<file path="config.mk">
export PLATFORM = sky130hd
export DESIGN_NAME = step_command_gen_flat
export DESIGN_NICKNAME = d
export VERILOG_FILES = /design/src/rtl/step_command_gen_if.sv /design/src/rtl/step_command_gen.sv /design/src/flat_wrapper.sv
export SDC_FILE = /design/constraint.sdc
export NUM_CORES = 1
export LEC_CHECK = 0
export CORE_MARGIN = 3
export CORE_UTILIZATION = 23
export CTS_CLUSTER_DIAMETER = 100
export CTS_CLUSTER_SIZE = 28
export DETAILED_ROUTE_END_ITERATION = 10
export GPL_ROUTABILITY_DRIVEN = 1
export HOLD_SLACK_MARGIN = 0.06
export SLEW_MARGIN = 0
export SYNTH_ARGS = -nofsm -noshare
export SYNTH_HDL_FRONTEND = slang
export SYNTH_SLANG_ARGS = --single-unit
</file>
<file path="constraint.sdc">
create_clock -name Clock -period 6.4 [get_ports Clock]
set_input_delay 0.96 -clock Clock [delete_from_list [all_inputs] [get_ports Clock]]
set_output_delay 0.96 -clock Clock [all_outputs]
set_load 0.005 [all_outputs]
</file>
<file path="src/rtl/step_command_gen_if.sv">
// Key inputs and step-code outputs of the step command generator.
// The slave side belongs to the generator; the master side drives the keys and reads the code.
interface step_command_gen_if;
    logic KeyUp;
    logic KeyDown;
    logic w1;
    logic w0;
    logic Active;

    modport master (output KeyUp, output KeyDown, input w1, input w0, input Active);
    modport slave  (input KeyUp, input KeyDown, output w1, output w0, output Active);
endinterface

</file>
<file path="src/rtl/step_command_gen.sv">
// Push-button front end for the mod-9 step counter: sync, debounce and
// hold-to-repeat, emitting single-cycle step codes on w1/w0.
module step_command_gen #(
    parameter int DEBOUNCE_CYCLES = 500000,
    parameter int REPEAT_DELAY    = 25000000,
    parameter int REPEAT_PERIOD   = 5000000
) (
    input  logic             Clock,
    input  logic             Reset,
    step_command_gen_if.slave io
);
    localparam int DBW  = $clog2(DEBOUNCE_CYCLES + 1);
    localparam int TMAX = (REPEAT_DELAY > REPEAT_PERIOD) ? REPEAT_DELAY : REPEAT_PERIOD;
    localparam int TW   = (TMAX > 2) ? $clog2(TMAX) : 1;
    localparam logic [DBW-1:0] DB_LAST  = DBW'(DEBOUNCE_CYCLES);
    localparam logic [TW-1:0]  DLY_LAST = TW'(REPEAT_DELAY - 1);
    localparam logic [TW-1:0]  PER_LAST = TW'(REPEAT_PERIOD - 1);

    typedef enum logic [1:0] {IDLE, DELAY, REPEAT} state_t;

    // bit 1 = up key, bit 0 = down key throughout
    logic [1:0]          raw;
    logic [1:0]          s1_q, s2_q;
    logic [1:0]          db_q, db_d;
    logic [1:0][DBW-1:0] cnt_q, cnt_d;
    logic [1:0]          cmb;
    state_t              state_q, state_d;
    logic [TW-1:0]       tmr_q, tmr_d;
    logic [1:0]          lat_q, lat_d;
    logic [1:0]          code_q, code_d;
    logic                active_q, active_d;
    logic                chg;

    assign raw = {io.KeyUp, io.KeyDown};

    // A level is accepted once sync has disagreed with db for DEBOUNCE_CYCLES+1 sampled edges.
    always_comb begin
        for (int k = 0; k < 2; k++) begin
            db_d[k]  = db_q[k];
            cnt_d[k] = '0;
            if (s2_q[k] != db_q[k]) begin
                if (cnt_q[k] == DB_LAST) db_d[k] = s2_q[k];
                else                     cnt_d[k] = cnt_q[k] + DBW'(1);
            end
        end
    end

    always_comb begin
        case (db_q)
            2'b10:   cmb = 2'b01;
            2'b01:   cmb = 2'b11;
            2'b11:   cmb = 2'b10;
            default: cmb = 2'b00;
        endcase
    end

    always_comb begin
        state_d = state_q;
        tmr_d   = tmr_q + TW'(1);
        lat_d   = lat_q;
        code_d  = 2'b00;
        // A change landing right after a pulse waits one cycle so pulses never abut.
        chg     = (cmb != lat_q) && (code_q == 2'b00);
        case (state_q)
            IDLE: begin
                tmr_d = '0;
                if (cmb != 2'b00) begin
                    code_d  = cmb;
                    lat_d   = cmb;
                    state_d = DELAY;
                end
            end
            DELAY: begin
                if (cmb == 2'b00) begin
                    state_d = IDLE;
                    lat_d   = 2'b00;
                    tmr_d   = '0;
                end else if (chg) begin
                    code_d = cmb;
                    lat_d  = cmb;
                    tmr_d  = '0;
                end else if (tmr_q == DLY_LAST) begin
                    code_d  = lat_q;
                    tmr_d   = '0;
                    state_d = REPEAT;
                end
            end
            REPEAT: begin
                if (cmb == 2'b00) begin
                    state_d = IDLE;
                    lat_d   = 2'b00;
                    tmr_d   = '0;
                end else if (chg) begin
                    code_d  = cmb;
                    lat_d   = cmb;
                    tmr_d   = '0;
                    state_d = DELAY;
                end else if (tmr_q == PER_LAST) begin
                    code_d = lat_q;
                    tmr_d  = '0;
                end
            end
            default: begin
                state_d = IDLE;
                lat_d   = 2'b00;
                tmr_d   = '0;
            end
        endcase
        active_d = (state_d != IDLE);
    end

    always_ff @(posedge Clock or posedge Reset) begin
        if (Reset) begin
            s1_q     <= '0;
            s2_q     <= '0;
            db_q     <= '0;
            cnt_q    <= '0;
            state_q  <= IDLE;
            tmr_q    <= '0;
            lat_q    <= '0;
            code_q   <= '0;
            active_q <= 1'b0;
        end else begin
            s1_q     <= raw;
            s2_q     <= s1_q;
            db_q     <= db_d;
            cnt_q    <= cnt_d;
            state_q  <= state_d;
            tmr_q    <= tmr_d;
            lat_q    <= lat_d;
            code_q   <= code_d;
            active_q <= active_d;
        end
    end

    assign io.w1     = code_q[1];
    assign io.w0     = code_q[0];
    assign io.Active = active_q;
endmodule

</file>
<file path="src/flat_wrapper.sv">
// flat-port wrapper written by rule: the top's interface ports become plain ports
module step_command_gen_flat 
#(
    parameter int DEBOUNCE_CYCLES = 500000,
    parameter int REPEAT_DELAY    = 25000000,
    parameter int REPEAT_PERIOD   = 5000000
)
  (Clock, Reset, io_KeyUp, io_KeyDown, io_w1, io_w0, io_Active);
  step_command_gen_if io_i ();
  input  logic Clock;
  input  logic Reset;
  input wire logic [$bits(io_i.KeyUp)-1:0] io_KeyUp;
  input wire logic [$bits(io_i.KeyDown)-1:0] io_KeyDown;
  output wire logic [$bits(io_i.w1)-1:0] io_w1;
  output wire logic [$bits(io_i.w0)-1:0] io_w0;
  output wire logic [$bits(io_i.Active)-1:0] io_Active;
  assign io_i.KeyUp = io_KeyUp;
  assign io_i.KeyDown = io_KeyDown;
  assign io_w1 = io_i.w1;
  assign io_w0 = io_i.w0;
  assign io_Active = io_i.Active;
  step_command_gen #(.DEBOUNCE_CYCLES(DEBOUNCE_CYCLES), .REPEAT_DELAY(REPEAT_DELAY), .REPEAT_PERIOD(REPEAT_PERIOD)) u_core (.Clock(Clock), .Reset(Reset), .io(io_i));
endmodule
</file>
==> results of run 1 <==
-- state kept, by name, summed over array words and instances (netlist names) --
| signal | flops |
|---|---|
| u_core.s2_q | 2 |
| u_core.tmr_q | 25 |
| u_core.cnt_q | 38 |
| u_core.db_q | 2 |
| u_core.state_q | 2 |
| u_core.lat_q | 2 |
| u_core.s1_q | 2 |
| u_core.code_q | 2 |
| u_core.io.Active | 1 |
-- synthesized netlist by cell type, drive strengths merged (2+ instances only) --
master  number  share of area (%)
nor2        85                8.8
dfrtp       76                 49
xor2        34                7.6
xnor2       27                6.0
nand2       26                2.5
nand3       21                2.7
inv         19                1.8
nand4       14                2.2
nor3        13                1.7
ha          12                3.8
and3        10                1.7
o21ai        9                1.4
nor4         7                1.5
and4         6                1.4
a21oi        4               0.61
buf          4               0.80
nor4b        4               0.90
clkbuf       3               0.29
nand2b       3               0.48
nand4b       3               0.67
a21o         2               0.38
a41oi        2               0.45
o41ai        2               0.45
or2          2               0.32
or4b         2               0.51
-- layer usage --
layer	share of wire (%)	track usage, %	routed length [µm]	vias to the layer above
met5	0	0	0	-
met3	2.4	2.11	178	12
met2	47	13.4	3470	39
li1	-	-	-	1380
met1	49	10.5	3560	1366
met4	1.8	3.53	129	0
-- power groups by stage --
| stage | Combinational, mW | Sequential (mW) | Clock [mW] |
|---|---|---|---|
| finish | 0.0233 | 0.489 | 0.480 |
| global route | 0.0275 | 0.490 | 0.515 |
| CTS | 0.0245 | 0.489 | 0.495 |
| detailed placement | 0.0244 | 0.498 | 0 |
| global placement | 0.0236 | 0.498 | 0 |
| floorplan | 0.0172 | 0.497 | 0 |
-- critical path, delay by kind of cell (launching register included) --
family             cells  cell delay, ps
and+or+nand+nor        3            1160
AOI/OAI and AO/OA      2             850
DFF                    1             460
-- layout by cell type, fill, tap and decap left out, types with 5 or more instances in the layout --
cell type	instances
nand3_1	21
nor2_2	10
clkbuf_16	9
ha_1	12
nor3_1	13
and4_1	5
dfrtp_1	76
nand2_1	26
nand4_1	14
inv_1	18
xnor2_1	27
nor4_1	6
nor2_1	75
and3_1	8
xor2_1	34
clkdlybuf4s50_1	6
o21ai_0	7
-- area by class of cell --
type / instances / area, µm² / share of cell area [%]
Clock buffer: 10 / 239 / 5.32
Tap cell: 220 / 275 / 6.12
Sequential cell: 76 / 1900 / 42.3
Timing Repair Buffer: 7 / 67.6 / 1.50
Inverter: 19 / 71.3 / 1.59
Clock inverter: 6 / 46.3 / 1.03
Multi-Input combinational cell: 300 / 1890 / 42.1
-- worst paths after layout --
path,start,end,slack [ps],cells after the start
worst min-delay path,u_core.s1_q[0],u_core.s2_q[0],350,0
min in group asynchronous,Reset,u_core.tmr_q[2],1240,3
max in group asynchronous,Reset,u_core.cnt_q[1],4540,3
worst max register to register,u_core.tmr_q[20],u_core.tmr_q[14],3770,5
worst max-delay path,u_core.tmr_q[20],u_core.tmr_q[14],3770,5
worst min register to register,u_core.s1_q[0],u_core.s2_q[0],350,0
-- cell families after synthesis --
family | synth area share, %
AND/OR/NAND/NOR | 25.8
flip-flops | 48.6
XOR/XNOR | 13.7
AO/OA/AOI/OAI | 5.12
buffers and inverters | 2.91
adder cells (fa/ha/maj) | 3.84
==> impl_metrics.json, run 1 <==
{
  "track_usage_pct": 8.30,
  "ios": 7,
  "fmax_mhz": 380,
  "finalHoldViolations": 0,
  "ys_seq_area_share_pct": 48.6,
  "synth_edf_count": 0,
  "port_buffers": 6,
  "postRouteAntennaNets": 0,
  "holdWs_ps": 354,
  "dr.pass1.iters": 4,
  "hold_path_class": "flip-flop to flip-flop",
  "routed_via_density": 4.38,
  "core.rowCount": 47,
  "rsz0062_at_grt": "false",
  "worstPathMaxFanout": 25,
  "swShare_pct": 22.7,
  "finalCriticalPeriod_ps": 2630,
  "fillers": 1746,
  "required_ps": 6580,
  "totalWireLength_um": 7340,
  "synth_cells": 402,
  "power_switching_uw": 225,
  "hpwl_um": 4980,
  "antennaDiodeCount": 0,
  "max-slew-margin-rel_pct": 23.3,
  "async_flop_share_pct": 100,
  "area_growth_pct": 15.0,
  "worstPathCellList": "nand4b_1 > nor4_1 > a21oi_2 > o21ai_4 > nor2_1",
  "p_per_area_nw_per_um2": 221,
  "clock_power_share_pct": 48.3,
  "die-area_um2": 18600,
  "drc": 0,
  "instances_no_fill": 638,
  "initial_core_util_pct": 23.6,
  "clock-root-buffer": "clkbuf_16",
  "worst_path_max_delay_cell": "nor4_1",
  "ys_ff_latch": 76,
  "cp-end-kind": "flip-flop",
  "finalSetupTns_ps": 0,
  "drv_cap": 0,
  "yosysWarnings": 0,
  "drt_iter0_markers": 213,
  "grt_pass1_vias": 2726,
  "ys_types": 47,
  "p_leak_nw": 1.81,
  "coreArea_um2": 16600,
  "postCtsSetupBuffers": 0,
  "grt_antenna_before_repair": 0,
  "syn_area_um2": 3910,
  "fin_skew_ps": 8.49,
  "setup_viol": 0,
  "clock-sinks": 76,
  "cts_tree": "yes",
  "cts.clk_slew.worst_paths_ps": 70,
  "syn-num-nets": 418,
  "drive_gt1_share_pct": 8.61,
  "timing.final.ws_setup_ps": 3770,
  "fin_crit_sh_pct": 41.1,
  "die_x_um": 136,
  "power.total_uw": 992,
  "max-vdd-ir-drop_v": 0.000136,
  "cts.hold.buffers_added": 0,
  "fin_area_um2": 4500,
  "num_vias": 2797,
  "place_area_um2": 4210,
  "power_frac_comb_pct": 2.3,
  "wl_per_cell_um": 11.5,
  "critPathArrivalTime_ps": 2810,
  "gp_congestion": 0.890,
  "grt_pass1_wl_um": 12700,
  "synth_ff_type": "dfrtp_1",
  "grt-ovfl-total": 0,
  "place_ws_ps": 3800,
  "tightest_slew_ps": 1140,
  "layout.nets": 429,
  "clock_latency_ps": 330,
  "clk_path_buf_depth": 2,
  "cts_made_buffers": 9,
  "utilization_pct": 27.1,
  "p_seq_share_pct": 49.3,
  "grt_max_degree": 77,
  "ctsHtreeMaxLevel": 3,
  "slew_viol_final": 0,
  "cts_resized": 0,
  "dp.cells": 622,
  "critPathKind": "flip-flop to flip-flop",
  "syn_area_per_cell_um2": 9.73,
  "die_h_um": 136,
  "cpPeakStageDelay_ps": 880,
  "startpoint_type": "flip-flop",
  "intPower_uw": 767,
  "run_status": "finished, final reports clean"
}
Note: power is estimated with default switching activity, not from simulation.
==> inputs of run 2 (changes only) <==
==> constraint.sdc (replaced) <==
create_clock -name Clock -period 2.7 [get_ports Clock]
set_input_delay 0.405 -clock Clock [delete_from_list [all_inputs] [get_ports Clock]]
set_output_delay 0.405 -clock Clock [all_outputs]
set_load 0.005 [all_outputs]
==> impl_metrics.json, run 2 (synthesis results as in run 1) <==
{
  "run_status": "finished, final reports clean",
  "die-area_um2": 18600,
  "fin_skew_ps": 7.39,
  "tightest_slew_ps": 905,
  "totalWireLength_um": 7510,
  "fin_area_um2": 4590,
  "startpoint_type": "flip-flop",
  "clock_latency_ps": 330,
  "drt_iter0_markers": 112,
  "max-vdd-ir-drop_v": 0.000409,
  "drv_cap": 0,
  "cts_resized": 0,
  "wl_per_cell_um": 11.6,
  "track_usage_pct": 8.87,
  "fillers": 1760,
  "r2r-start": "u_core.tmr_q[6]",
  "hpwl_um": 5280,
  "die_x_um": 136,
  "core.rowCount": 47,
  "holdPathEnd": "u_core.s2_q[0]",
  "final_cell_mix": "76 x dfrtp_1, 75 x nor2_1, 34 x xor2_1",
  "fin_crit_sh_pct": 87.9,
  "grt-ovfl-total": 0,
  "critPathArrivalTime_ps": 2570,
  "grt_antenna_before_repair": 0,
  "drive_gt1_share_pct": 9.88,
  "grt_pass1_vias": 2864,
  "largest-register": "u_core.cnt_q",
  "place_area_um2": 4280,
  "finalSetupTns_ps": 0,
  "ios": 7,
  "postCtsSetupBuffers": 0,
  "p_per_area_nw_per_um2": 542,
  "clock-root-buffer": "clkbuf_16",
  "reg2reg_slack_ps": 330,
  "slew_viol_final": 0,
  "grt_pass1_wl_um": 13400,
  "critPathKind": "flip-flop to flip-flop",
  "clock-sinks": 76,
  "coreArea_um2": 16600,
  "drc": 0,
  "worstReg2RegEnd": "u_core.tmr_q[4]",
  "finalCriticalPeriod_ps": 2370,
  "max-slew-margin-rel_pct": 39.1,
  "dr.pass1.iters": 4,
  "die_h_um": 136,
  "hold_path_class": "flip-flop to flip-flop",
  "cts_made_buffers": 9,
  "cts.clk_slew.worst_paths_ps": 60,
  "setup_viol": 0,
  "grt_max_degree": 58,
  "regArea_um2": 1900,
  "fmax_mhz": 422,
  "num_vias": 2784,
  "rsz0062_at_grt": "false",
  "min_from": "u_core.s1_q[0]",
  "required_ps": 2900,
  "area_growth_pct": 17.5,
  "clk_path_buf_depth": 2,
  "largest_registers": "u_core.cnt_q (38), u_core.tmr_q (25)",
  "final_common_cell": "dfrtp_1",
  "routed_via_density": 4.32,
  "antennaDiodeCount": 0,
  "largest_reg_flops": 38,
  "worstPathMaxFanout": 25,
  "multi_input_area_um2": 1890,
  "reg2reg_depth": 6,
  "finalHoldViolations": 0,
  "gp_congestion": 0.789,
  "postRouteAntennaNets": 0,
  "layout.nets": 436,
  "port_buffers": 6,
  "initial_core_util_pct": 23.6,
  "cts_tree": "yes",
  "cts.hold.buffers_added": 0,
  "p_leak_nw": 1.86,
  "holdPathStages": 0,
  "ctsHtreeMaxLevel": 3,
  "cp-end-kind": "flip-flop"
}
-- run 2: layout make-up --
| cell class | count | share of cell area (%) |
|---|---|---|
| Sequential cell | 76 | 41.4 |
| Multi-Input combinational cell | 300 | 41.2 |
| Inverter | 19 | 1.55 |
| Tap cell | 220 | 5.99 |
| Clock buffer | 10 | 4.99 |
| Timing Repair Buffer | 14 | 2.89 |
| Clock inverter | 6 | 1.93 |
-- run 2: through the flow --
| step | power [mW] | cells | hold slack, ps | setup slack, ps | utilization (%) |
|---|---|---|---|---|---|
| 4_1_cts | 2.53 | 645 | 364 | 325 | 27.7 |
| 5_1_grt | 2.58 | 645 | 368 | 161 | 27.7 |
| 6_report | 2.49 | 645 | 356 | 328 | 27.7 |
| 3_3_place_gp | 1.24 | 629 | 335 | 405 | 25.8 |
| 2_1_floorplan | 1.22 | 402 | 331 | 357 | - |
| 3_5_place_dp | 1.24 | 629 | 351 | 344 | 25.8 |
-- run 2: how the worst max path moves through the flow --
stage                             to  depth (start not counted)             from
floorplan            u_core.cnt_q[0]                          1            Reset
global placement     u_core.tmr_q[8]                          6  u_core.tmr_q[6]
detailed placement   u_core.tmr_q[4]                          6  u_core.tmr_q[6]
CTS                 u_core.tmr_q[14]                          6  u_core.tmr_q[6]
global route        u_core.tmr_q[16]                          6  u_core.tmr_q[6]
finish               u_core.tmr_q[4]                          6  u_core.tmr_q[6]
-- run 2: worst max-delay path, cell delays in order, from the launching register on --
cell	delay, ps
dfrtp_1	440
or4b_1	610
nor4_4	470
a21boi_1	170
o21ai_4	140
buf_4	320
nor2_1	100
-- run 2: power by group --
group          switching [mW]  internal, mW
logic                  0.0407        0.0189
clock network           0.458         0.809
registers              0.0115          1.15
total                   0.510          1.98
-- run 2: metal layers --
layer	track usage, %	vias up	routed length, µm	share of wire [%]
li1	-	1403	-	-
met4	2.80	0	79	1.1
met1	11.3	1340	3570	48
met2	14.6	33	3600	48
met3	2.44	8	261	3.5
met5	0	-	0	0
==> inputs of run 3 (changes only) <==
--- a/config.mk
+++ b/config.mk
@@ -5,6 +5,7 @@
 export SDC_FILE = /design/constraint.sdc
 export NUM_CORES = 1
 export LEC_CHECK = 0
+export CORE_ASPECT_RATIO = 1.75
 export CORE_MARGIN = 3
 export CORE_UTILIZATION = 23
 export CTS_CLUSTER_DIAMETER = 100
==> impl_metrics.json, run 3 (synthesis results as in run 1) <==
{
  "worstPathCellList": "or4b_1 > nor4_4 > a21boi_1 > o21ai_4 > buf_12 > nor2_1",
  "final_cell_mix": "76 x dfrtp_1, 75 x nor2_1, 34 x xor2_1",
  "grt-ovfl-total": 0,
  "fmax_mhz": 446,
  "instances_no_fill": 648,
  "worst_path_max_delay_cell": "or4b_1",
  "drt_iter0_markers": 108,
  "initial_core_util_pct": 23.7,
  "track_usage_pct": 8.84,
  "core.rowCount": 62,
  "fillers": 1724,
  "hpwl_um": 5440,
  "cp.depth": 6,
  "finalHoldViolations": 0,
  "critPathKind": "flip-flop to flip-flop",
  "reg2reg_slack_ps": 460,
  "fin_crit_sh_pct": 83.0,
  "cts_made_buffers": 9,
  "routed_via_density": 4.35,
  "largest_reg_flops": 38,
  "worst-path-buf-inv": 1,
  "clk_path_buf_depth": 2,
  "postCtsSetupBuffers": 0,
  "ios": 7,
  "rsz0062_at_grt": "false",
  "num_vias": 2822,
  "largest-register": "u_core.cnt_q",
  "crit_end": "u_core.tmr_q[2]",
  "cpLargestDelayFamily": "simple AND/OR/NAND/NOR gates",
  "totalWireLength_um": 7620,
  "die_h_um": 178,
  "worstPathMaxFanout": 25,
  "ctsHtreeMaxLevel": 3,
  "r2r-start": "u_core.tmr_q[6]",
  "port_buffers": 6,
  "cts_tree": "yes",
  "die-area_um2": 18700,
  "grt_pass1_vias": 3003,
  "slew_viol_final": 0,
  "reg2reg_depth": 6,
  "power_frac_comb_pct": 2.5,
  "intPower_mw": 1.83,
  "grt_max_degree": 77,
  "swShare_pct": 21.1,
  "coreArea_um2": 16500,
  "dr.pass1.iters": 4,
  "wl_per_cell_um": 11.8,
  "setup_viol": 0,
  "hold_path_class": "flip-flop to flip-flop",
  "worstReg2RegEnd": "u_core.tmr_q[2]",
  "startpoint_type": "flip-flop",
  "antennaDiodeCount": 0,
  "cts.clk_slew.worst_paths_ps": 50,
  "gp_congestion": 0.870,
  "run_status": "finished, final reports clean",
  "timing.final.ws_setup_ps": 459,
  "p_leak_nw": 1.85,
  "cts_resized": 0,
  "dp.cells": 633,
  "clock_latency_ps": 330,
  "clock-sinks": 76,
  "max-vdd-ir-drop_v": 0.000340,
  "cts.hold.buffers_added": 0,
  "max-slew-margin-rel_pct": 59.9,
  "drive_gt1_share_pct": 9.43,
  "critPathArrivalTime_ps": 2460,
  "layout.nets": 436,
  "cpPeakStageDelay_ps": 600,
  "clock-root-buffer": "clkbuf_16",
  "tightest_slew_ps": 596,
  "place_ws_ps": 457,
  "drc": 0,
  "finalSetupTns_ps": 0,
  "postRouteAntennaNets": 0,
  "finalCriticalPeriod_ps": 2240,
  "p_per_area_nw_per_um2": 509,
  "grt_pass1_wl_um": 13400,
  "grt_antenna_before_repair": 0,
  "largest_registers": "u_core.cnt_q (38), u_core.tmr_q (25)",
  "utilization_pct": 27.6,
  "die_x_um": 105,
  "startpoint": "u_core.tmr_q[6]",
  "p_seq_share_pct": 50.0,
  "power_switching_uw": 490,
  "drv_cap": 0,
  "area_growth_pct": 16.7,
  "required_ps": 2910,
  "cp-end-kind": "flip-flop",
  "clock_power_share_pct": 47.5,
  "power.total_mw": 2.32,
  "fin_skew_ps": 8.58,
  "final_common_cell": "dfrtp_1"
}
run 3: cell types whose count changed in the layout (fill, tap and decap cells not counted):
cell / previous run / this run
clkbuf_8: 0 / 2
clkinvlp_4: 2 / 0
clkinv_2: 1 / 2
clkbuf_1: 1 / 2
bufinv_16: 2 / 0
clkinv_4: 1 / 0
buf_12: 1 / 2
buf_4: 7 / 6
run 3: layout make-up:
cell class | instances | area (µm²) | area share, %
clock buffers | 13 | 260 | 5.70
clock inverters | 2 | 10.0 | 0.219
inverters | 19 | 71.3 | 1.56
multi-input cells | 300 | 1890 | 41.5
flip-flops and latches | 76 | 1900 | 41.7
well taps | 224 | 280 | 6.14
repair buffers | 14 | 145 | 3.18
run 3: worst min path at each step:
stage,startpoint,end,slack (ps),depth (start not counted)
floorplan,u_core.s1_q[0],u_core.s2_q[0],330,0
global route,u_core.s1_q[0],u_core.s2_q[0],360,0
finish,u_core.s1_q[0],u_core.s2_q[0],350,0
global placement,u_core.s1_q[1],u_core.s2_q[1],350,0
CTS,u_core.s1_q[0],u_core.s2_q[0],350,0
detailed placement,u_core.s1_q[0],u_core.s2_q[0],340,0
run 3: worst register-to-register path: stages, from the launching register on:
cell	delay [ps]
dfrtp_1	430
or4b_1	600
nor4_4	480
a21boi_1	170
o21ai_4	180
buf_12	190
nor2_1	80
run 3: per-layer routing:
metal	share of wire, %	vias up	wire [µm]	global-route usage (%)
li1	-	1396	-	-
met1	41	1379	3120	9.01
met2	53	32	4060	16.3
met3	2.3	15	175	1.85
met4	3.6	0	272	5.60
met5	0	-	0	0
run 3: power groups by stage:
stage | clock (mW) | sequential [mW] | combinational, mW
final | 1.10 | 1.16 | 0.0592
after global routing | 1.19 | 1.16 | 0.0709
after CTS | 1.14 | 1.16 | 0.0628
after detailed placement | 0 | 1.18 | 0.0625
after global placement | 0 | 1.18 | 0.0605
after floorplan | 0 | 1.18 | 0.0408
run 3: stage by stage:
| stage | hold WS, ps | instance area, µm² |
|---|---|---|
| after floorplan | 331 | 3910 |
| after detailed placement | 342 | 4290 |
| after global placement | 350 | 4290 |
| after CTS | 354 | 4560 |
| after global routing | 358 | 4560 |
| final | 350 | 4560 |
